### src/rtl/burn_pkg.sv
// burn_pkg: shared FSM encoding and default timeouts for the flash burn blocks
package burn_pkg;
  typedef enum logic [2:0] {
    S_IDLE, S_ER_REQ, S_ER_WAIT, S_PG_REQ, S_PG_WAIT, S_NEXT, S_FAIL
  } state_t;
  localparam logic [23:0] ER_TMO = 24'hffffff;
  localparam logic [23:0] PG_TMO = 24'h00ffff;
endpackage

### src/rtl/burn_wdog.sv
// burn_wdog: saturating watchdog counter, expired when the count equals the limit
module burn_wdog #(
  parameter int W = 24
) (
  input  logic         clk_i,
  input  logic         rst_i,
  input  logic         clr_i,
  input  logic         en_i,
  input  logic [W-1:0] lim_i,
  output logic [W-1:0] cnt_o,
  output logic         expired_o
);
  logic [W-1:0] cnt_q;
  always_ff @(posedge clk_i or posedge rst_i)
    if (rst_i) cnt_q <= '0;
    else if (clr_i) cnt_q <= '0;
    else if (en_i && cnt_q != '1) cnt_q <= cnt_q + 1'b1;
  assign cnt_o = cnt_q;
  assign expired_o = cnt_q == lim_i;
endmodule

### src/rtl/burn_seq.sv
// burn_seq: multi-sector flash erase/program sequencer with watchdog timeouts
module burn_seq #(
  parameter int SECT_W = 8,
  parameter int PAGE_W = 4,
  parameter int TMO_W  = 24,
  parameter logic [TMO_W-1:0] ER_TMO = TMO_W'(burn_pkg::ER_TMO),
  parameter logic [TMO_W-1:0] PG_TMO = TMO_W'(burn_pkg::PG_TMO)
) (
  input  logic                     CLK,
  input  logic                     RST,
  input  logic                     TRIG,
  input  logic [SECT_W-1:0]        START_SECT,
  input  logic [SECT_W-1:0]        NUM_SECT,
  output logic                     ER_REQ,
  output logic [SECT_W-1:0]        ER_ADDR,
  input  logic                     ER_ACK,
  input  logic                     FL_BUSY,
  output logic                     PG_REQ,
  output logic [SECT_W+PAGE_W-1:0] PG_ADDR,
  input  logic                     PG_ACK,
  input  logic                     PG_DONE,
  output logic                     BUSY,
  output logic                     DONE,
  output logic                     ERR,
  output logic [SECT_W-1:0]        ERR_SECT
);
  import burn_pkg::*;
  state_t                   st_q;
  logic [1:0]               trg_q;
  logic                     strt_q;
  logic [SECT_W-1:0]        sect_q, cnt_q, er_addr_q, err_sect_q;
  logic [PAGE_W-1:0]        page_q;
  logic [SECT_W+PAGE_W-1:0] pg_addr_q;
  logic                     er_req_q, pg_req_q, busy_q, done_q, err_q;
  logic                     wd_clr, wd_en, wd_exp;
  logic [TMO_W-1:0]         wd_cnt, wd_lim;
  assign wd_clr = (st_q == S_ER_REQ && ER_ACK) || (st_q == S_PG_REQ && PG_ACK);
  assign wd_en  = st_q == S_ER_WAIT || st_q == S_PG_WAIT;
  assign wd_lim = st_q == S_ER_WAIT ? ER_TMO : PG_TMO;
  burn_wdog #(.W(TMO_W)) u_wdog (
    .clk_i(CLK), .rst_i(RST), .clr_i(wd_clr), .en_i(wd_en),
    .lim_i(wd_lim), .cnt_o(wd_cnt), .expired_o(wd_exp)
  );
  // Start is registered once more so the FSM answers a TRIG edge on the third clock
  always_ff @(posedge CLK or posedge RST)
    if (RST) begin
      trg_q  <= '0;
      strt_q <= 1'b0;
    end else begin
      trg_q  <= {trg_q[0], TRIG};
      strt_q <= trg_q[0] & ~trg_q[1] & ~busy_q;
    end
  // Outputs are loaded on the transition into each state, so they are all registered
  always_ff @(posedge CLK or posedge RST)
    if (RST) begin
      st_q       <= S_IDLE;
      sect_q     <= '0;
      cnt_q      <= '0;
      page_q     <= '0;
      er_req_q   <= 1'b0;
      er_addr_q  <= '0;
      pg_req_q   <= 1'b0;
      pg_addr_q  <= '0;
      busy_q     <= 1'b0;
      done_q     <= 1'b0;
      err_q      <= 1'b0;
      err_sect_q <= '0;
    end else begin
      done_q <= 1'b0;
      case (st_q)
        S_IDLE: if (strt_q) begin
          sect_q <= START_SECT;
          cnt_q  <= NUM_SECT;
          err_q  <= 1'b0;
          if (NUM_SECT == '0) done_q <= 1'b1;
          else begin
            st_q      <= S_ER_REQ;
            er_req_q  <= 1'b1;
            er_addr_q <= START_SECT;
            busy_q    <= 1'b1;
          end
        end
        S_ER_REQ: if (ER_ACK) begin
          er_req_q <= 1'b0;
          st_q     <= S_ER_WAIT;
        end
        S_ER_WAIT: if (!FL_BUSY && wd_cnt >= TMO_W'(2)) begin
          page_q    <= '0;
          pg_req_q  <= 1'b1;
          pg_addr_q <= {sect_q, {PAGE_W{1'b0}}};
          st_q      <= S_PG_REQ;
        end else if (wd_exp) begin
          err_q      <= 1'b1;
          err_sect_q <= sect_q;
          busy_q     <= 1'b0;
          st_q       <= S_FAIL;
        end
        S_PG_REQ: if (PG_ACK) begin
          pg_req_q <= 1'b0;
          st_q     <= S_PG_WAIT;
        end
        S_PG_WAIT: if (PG_DONE) begin
          if (&page_q) st_q <= S_NEXT;
          else begin
            page_q    <= page_q + 1'b1;
            pg_req_q  <= 1'b1;
            pg_addr_q <= {sect_q, page_q + 1'b1};
            st_q      <= S_PG_REQ;
          end
        end else if (wd_exp) begin
          err_q      <= 1'b1;
          err_sect_q <= sect_q;
          busy_q     <= 1'b0;
          st_q       <= S_FAIL;
        end
        S_NEXT: begin
          cnt_q  <= cnt_q - 1'b1;
          sect_q <= sect_q + 1'b1;
          if (cnt_q == SECT_W'(1)) begin
            done_q <= 1'b1;
            busy_q <= 1'b0;
            st_q   <= S_IDLE;
          end else begin
            er_req_q  <= 1'b1;
            er_addr_q <= sect_q + 1'b1;
            st_q      <= S_ER_REQ;
          end
        end
        S_FAIL:  st_q <= S_IDLE;
        default: st_q <= S_IDLE;
      endcase
    end
  assign ER_REQ   = er_req_q;
  assign ER_ADDR  = er_addr_q;
  assign PG_REQ   = pg_req_q;
  assign PG_ADDR  = pg_addr_q;
  assign BUSY     = busy_q;
  assign DONE     = done_q;
  assign ERR      = err_q;
  assign ERR_SECT = err_sect_q;
endmodule

### config.mk
export PLATFORM = sky130hd
export DESIGN_NAME = burn_seq
export DESIGN_NICKNAME = d
export VERILOG_FILES = /design/src/rtl/burn_pkg.sv /design/src/rtl/burn_wdog.sv /design/src/rtl/burn_seq.sv
export SDC_FILE = /design/constraint.sdc
export NUM_CORES = 1
export LEC_CHECK = 0
export CORE_ASPECT_RATIO = 1.25
export CORE_UTILIZATION = 45
export DETAILED_ROUTE_END_ITERATION = 12
export PLACE_DENSITY_LB_ADDON = 0.2
export SYNTH_ARGS = -nofsm -noshare
export SYNTH_HDL_FRONTEND = slang
export SYNTH_SLANG_ARGS = --single-unit
### constraint.sdc
create_clock -name CLK -period 4 [get_ports CLK]
set_input_delay 0.6 -clock CLK [delete_from_list [all_inputs] [get_ports CLK]]
set_output_delay 0.6 -clock CLK [all_outputs]
set_load 0.005 [all_outputs]
==> results.md, run 1 <==
- Setup-failing EPs final: 0
- Asr flop ratio synth: 1.000
- Hold Path Class: reg2reg
- Clk sinks: roughly 80
- Period utilisation layout: 0.6507
- Antenna diodes: 0
- Die span in x: ~90 um
- Remaining DRCs: 0
- FP Rows: 39
- DRT antenna net count: 0
- RSZ-0062 raised after global routing: false
- Max H-tree Level: 3
- Vias per inst: around 5.8
- Critical path fanouts, max: 13
- Port Buf Inserts: 55
- Fmax: ~0.38 GHz
- Register Area: roughly 0.002 mm2
- Non-filler cells, final: 609
- WP data arrival: around 2.9 ns
- Post-synthesis sequential area ratio: 0.4585
- Pre-antenna DRT Iters: 4
- Nets: 510
- Area occupied by multi-input gates: ~0.0022 mm2
- Largest net degree at the start of global routing: 36
- FILL cells: slightly below 800
- CP required: ~4.3 ns
- Slew margin rel.: 0.4179
- Layout cells sized above 1: 0.1214
- # IOs: 56
- Reg2Reg Setup Slack: between 1 and 1.5 ns
- Mapped Area: around 0.0043 mm2
- Final core occ: 0.5713
- Die area: ~0.01 mm2
- Max-capacitance violation count: 0
- CTS tree: done
- WL final: about 10 mm
- Worst Setup Start Kind: flop
- EDFF count, synth: 0
- Initial DRC count: 228
- Drt wl/cell: about 17 um
- Final Total Pwr: around 0.0030 W
- Post-CTS Hold Buffers: 0
- Vias: 3538
- Gate Count Post-Synth: roughly 430
- Initial core utilization: 0.4675
- WS Path Type: reg2reg
- HPWL reported at the end of detailed placement: around 7.3 mm
- Crit end category: flop
- Commonest non-fill, non-tap cell in the layout: dfrtp_1
- Predominant post-synthesis flop cell: dfrtp_1
- Num CTS Buffers: 9
- Clk_skew: approximately 0.011 ns
- Outcome: complete, no violations
- Initial antenna violation count: 0
- Layout area overhead: 22.20%
- PD cells: about 570 mW/mm2
- Vias in the first global route: roughly 3500
- CTS root buf: clkbuf_16
- First-pass GRT wire length: about 17 mm
- Min Tclk post-route: 2.603 ns
- Final-report hold violation count: 0
- GRT Total Usage: 0.2164
- Unique masters post-synth: between 70 and 80
- Longest Clk Path Bufs: 2
- Post-CTS Setup Repair Bufs: 0
- Placed Cells: 593
- Synth Register Bits: between 70 and 80
- Setup_tns: 0 ns
- Later-pin clock latency in the skew report: 0.34 ns
- Yosys warnings: 0
- Routability cong.: approximately 0.86
- Syn Nets: 460
- Max Slew Vio Count: 0
- Most frequent cells in the layout: dfrtp_1, clkdlybuf4s50_1, nor2_1
- Die Y: roughly 110 um
- Avg Cell Area, Syn: 10.00 um2
- Hold WS: 0.3742 ns
- Leakage: between 2 and 2.5 nW
- Resized Gates After CTS: 0
- Reg clk slew, reported paths: ~0.060 ns
- Peak supply drop: 0.2355 mV
- Total grt overflow: 0
- Worst Max-Slew Pin Slew: 0.8732 ns
- CORE AREA: about 0.0092 mm2
## state kept, by name, indices dropped and copies added, names as in the netlist, 2 cells and up
register      cells
ERR_SECT          8
ER_ADDR           8
PG_ADDR           9
cnt_q             8
page_q            3
sect_q            8
st_q              3
trg_q             2
u_wdog.cnt_o     24
## final cells by class
class,count,area share
repair buffers,60,0.1116
clock inverters,7,0.01591
multi-input cells,321,0.4180
well taps,123,0.02921
inverters,10,0.007362
clock buffers,9,0.04275
flip-flops and latches,79,0.3752
## synthesized netlist by cell type, types with 3 or more instances
library cell,number,area (um2)
a211oi_1,7,52.55
a21oi_1,24,120.1
a311oi_1,4,35.03
and3_1,5,31.28
and4_1,5,43.79
buf_2,3,15.01
clkbuf_1,14,52.55
dfrtp_1,79,1977
ha_1,6,75.07
inv_1,10,37.54
mux2_4,17,255.2
mux2i_1,6,60.06
nand2_1,37,138.9
nand2b_1,3,18.77
nand3_1,22,110.1
nand4_1,9,56.30
nor2_1,41,153.9
nor3_1,3,15.01
nor4_1,9,56.30
o2111ai_1,6,52.55
o211ai_1,6,45.04
o21ai_0,17,85.08
o21ai_1,12,60.06
o22ai_1,3,18.77
o31ai_1,6,45.04
or2_2,3,18.77
or3_1,5,31.28
xnor2_1,5,43.79
xor2_1,10,87.58
## metrics by stage
step,area [um2],setup WS [ns]
2_1_floorplan,4312,1.377
3_3_place_gp,4960,1.382
3_5_place_dp,4960,1.327
4_1_cts,5269,1.386
5_1_grt,5269,1.053
6_report,5269,1.397
## final timing paths
check                           startpoint          endpoint  depth (start not counted)
min reg2reg                       trg_q[0]          trg_q[1]                          0
max                        u_wdog.cnt_o[1]  u_wdog.cnt_o[13]                          6
min in group asynchronous              RST       ERR_SECT[4]                          2
max in group asynchronous              RST  u_wdog.cnt_o[17]                          3
min                               trg_q[0]          trg_q[1]                          0
max reg2reg                u_wdog.cnt_o[1]  u_wdog.cnt_o[13]                          6
## report_power, final
part           switching (W)  total [W]  internal [W]
Sequential          0.000251    0.00125      0.000997
Clock               0.000348   0.000843      0.000496
Combinational       0.000435   0.000906      0.000472
## cells by family (layout without fill, tap and decap cells)
group	after synthesis	after routing	share of synthesized area
AND/OR/NAND/NOR	163	163	0.2023
multiplexers	26	26	0.08096
buffers and inverters	31	86	0.03221
XOR/XNOR	15	15	0.03047
adder cells (fa/ha/maj)	6	6	0.01741
AO/OA/AOI/OAI	111	111	0.1782
flip-flops	79	79	0.4585
## critical path, stage by stage, from the launching register on
cell and delay [ns]:
dfrtp_1 0.43, ha_1 0.21, and4_1 0.27, nand4_1 0.50, o21ai_1 0.76, o21ai_0 0.21, a21oi_1 0.15
## metal layers
layer	share of wire	up-vias	track usage
met5	0	-	0
met4	0.015	0	0.07302
met3	0.045	16	0.04225
met2	0.50	100	0.3525
met1	0.44	1714	0.2845
li1	-	1708	-
Power figures use the tool's default switching activity.
==> inputs of run 2 (changes only) <==
==> constraint.sdc (replaced) <==
create_clock -name CLK -period 2.3 [get_ports CLK]
set_input_delay 0.345 -clock CLK [delete_from_list [all_inputs] [get_ports CLK]]
set_output_delay 0.345 -clock CLK [all_outputs]
set_load 0.005 [all_outputs]
==> run 2 against run 1 <==
- global-route usage up 1.0 points
- sequential cell count unchanged
- count of clock-buffer cells in the layout unchanged
- highest routed layer unchanged
- critical path type unchanged
- largest cell class unchanged
- via count up 2.0%
- sequential power up 68%
==> results.md, run 2 (synthesis gave the netlist of run 1 again) <==
- Die Y: roughly 110 um
- Post-CTS Hold Buffers: 0
- CP required: 2.53 ns
- Most frequent cells in the layout: dfrtp_1, clkdlybuf4s50_1, nor2_1
- Max reg flops: 24
- Final-report hold violation count: 0
- Final core occ: 0.5900
- Layout cells sized above 1: 0.1584
- HPWL reported at the end of detailed placement: 7.546 mm
- Drt wl/cell: 16.44 um
- Port Buf Inserts: 55
- # IOs: 56
- Routability cong.: 0.9099
- Vias in the first global route: around 3700
- RSZ-0062 raised after global routing: false
- Fmax: about 0.47 GHz
- Clk sinks: 79
- CP max stage cell: or3b_1
- Placed Cells: ~600
- Crit end category: flop
- Initial antenna violation count: 0
- Slew margin rel.: 0.5954
- WP data arrival: around 2.4 ns
- Worst slack, placed: 0.02662 ns
- WS Path Type: reg2reg
- Initial core utilization: 0.4675
- Later-pin clock latency in the skew report: between 0.3 and 0.4 ns
- Critical path fanouts, max: 11
- Crit-path cells: or3b_1 > and3_1 > o21a_1 > o21ai_4 > mux2_4
- Setup_tns: 0 ns
- Longest Clk Path Bufs: 2
- Setup-failing EPs final: 0
- Largest net degree at the start of global routing: 80
- Max-capacitance violation count: 0
- Leakage: 2.271 nW
- Min Tclk post-route: about 2.1 ns
- Hold Path Class: reg2reg
- Worst Max-Slew Pin Slew: about 0.6 ns
- CTS root buf: clkbuf_16
- Num CTS Buffers: 9
- FP Rows: 39
- Non-filler cells, final: roughly 630
- Pre-antenna DRT Iters: 4
- Nets: between 500 and 600
- Post-CTS Setup Repair Bufs: 0
- CTS tree: done
- Resized Gates After CTS: 0
- First-pass GRT wire length: 17.44 mm
- Layout area overhead: 26.20%
- Peak supply drop: about 0.43 mV
- Final WS setup: approximately 0.15 ns
- Commonest non-fill, non-tap cell in the layout: dfrtp_1
- Remaining DRCs: 0
- Die area: 0.009979 mm2
- Dpl cell area: slightly above 0.005 mm2
- Worst Setup Start Kind: flop
- CORE AREA: about 0.009 mm2
- Design area: ~0.0054 mm2
- Reg clk slew, reported paths: about 0.060 ns
- Max H-tree Level: 3
- WL final: about 10 mm
- Vias per inst: around 5.7
- Max incr delay on CP: about 0.58 ns
- Antenna diodes: 0
- Clk_skew: just over 0.01 ns
- Total grt overflow: 0
- PD cells: 970.2 mW/mm2
- DRT antenna net count: 0
- GRT Total Usage: 0.2266
- Initial DRC count: 175
- Die span in x: roughly 90 um
- Period utilisation layout: 0.9341
- Outcome: complete, no violations
- Crit-path leading delay family: simple AND/OR/NAND/NOR gates
- Vias: 3609
- Crit path buffers/inverters: 0
- Max Slew Vio Count: 0
-- run 2: layer usage --
layer,GRT usage,up-vias,share of wire
met4,0.09418,0,0.024
met5,0,-,0
met3,0.04596,21,0.036
met2,0.3949,83,0.52
li1,-,1749,-
met1,0.2640,1756,0.42
-- run 2: area by class of cell --
| cell class | count | area (um2) |
|---|---|---|
| fill | 798 | 3781 |
| multi-input combinational | 321 | 2221 |
| sequential | 79 | 1978 |
| timing repair buffer | 79 | 743.2 |
| clock buffer | 9 | 225.2 |
| tap | 123 | 153.9 |
| clock inverter | 7 | 78.83 |
| inverter | 10 | 41.29 |
-- run 2: report_power, final --
part	internal, W	total [W]	switching, W
clock network	0.000854	0.00146	0.000608
logic	0.000888	0.00172	0.000835
registers	0.00174	0.00210	0.000358
total	0.00348	0.00528	0.00180
-- run 2: through the flow --
| step | hold WS [ns] | power, W |
|---|---|---|
| after floorplan | 0.3463 | 0.003087 |
| after global placement | 0.3543 | 0.003790 |
| after detailed placement | 0.3559 | 0.003838 |
| after CTS | 0.3705 | 0.005322 |
| after global routing | 0.3790 | 0.005634 |
| final | 0.3749 | 0.005279 |
-- run 2: path summary, 6_finish.rpt --
path	from	end	slack, ns	depth (start not counted)
max	st_q[1]	ERR_SECT[7]	0.15	5
min in group asynchronous	RST	ERR_SECT[5]	0.44	3
max in group asynchronous	RST	u_wdog.cnt_o[0]	1.45	3
min	trg_q[0]	trg_q[1]	0.37	0
max reg2reg	st_q[1]	ERR_SECT[7]	0.15	5
min reg2reg	trg_q[0]	trg_q[1]	0.37	0
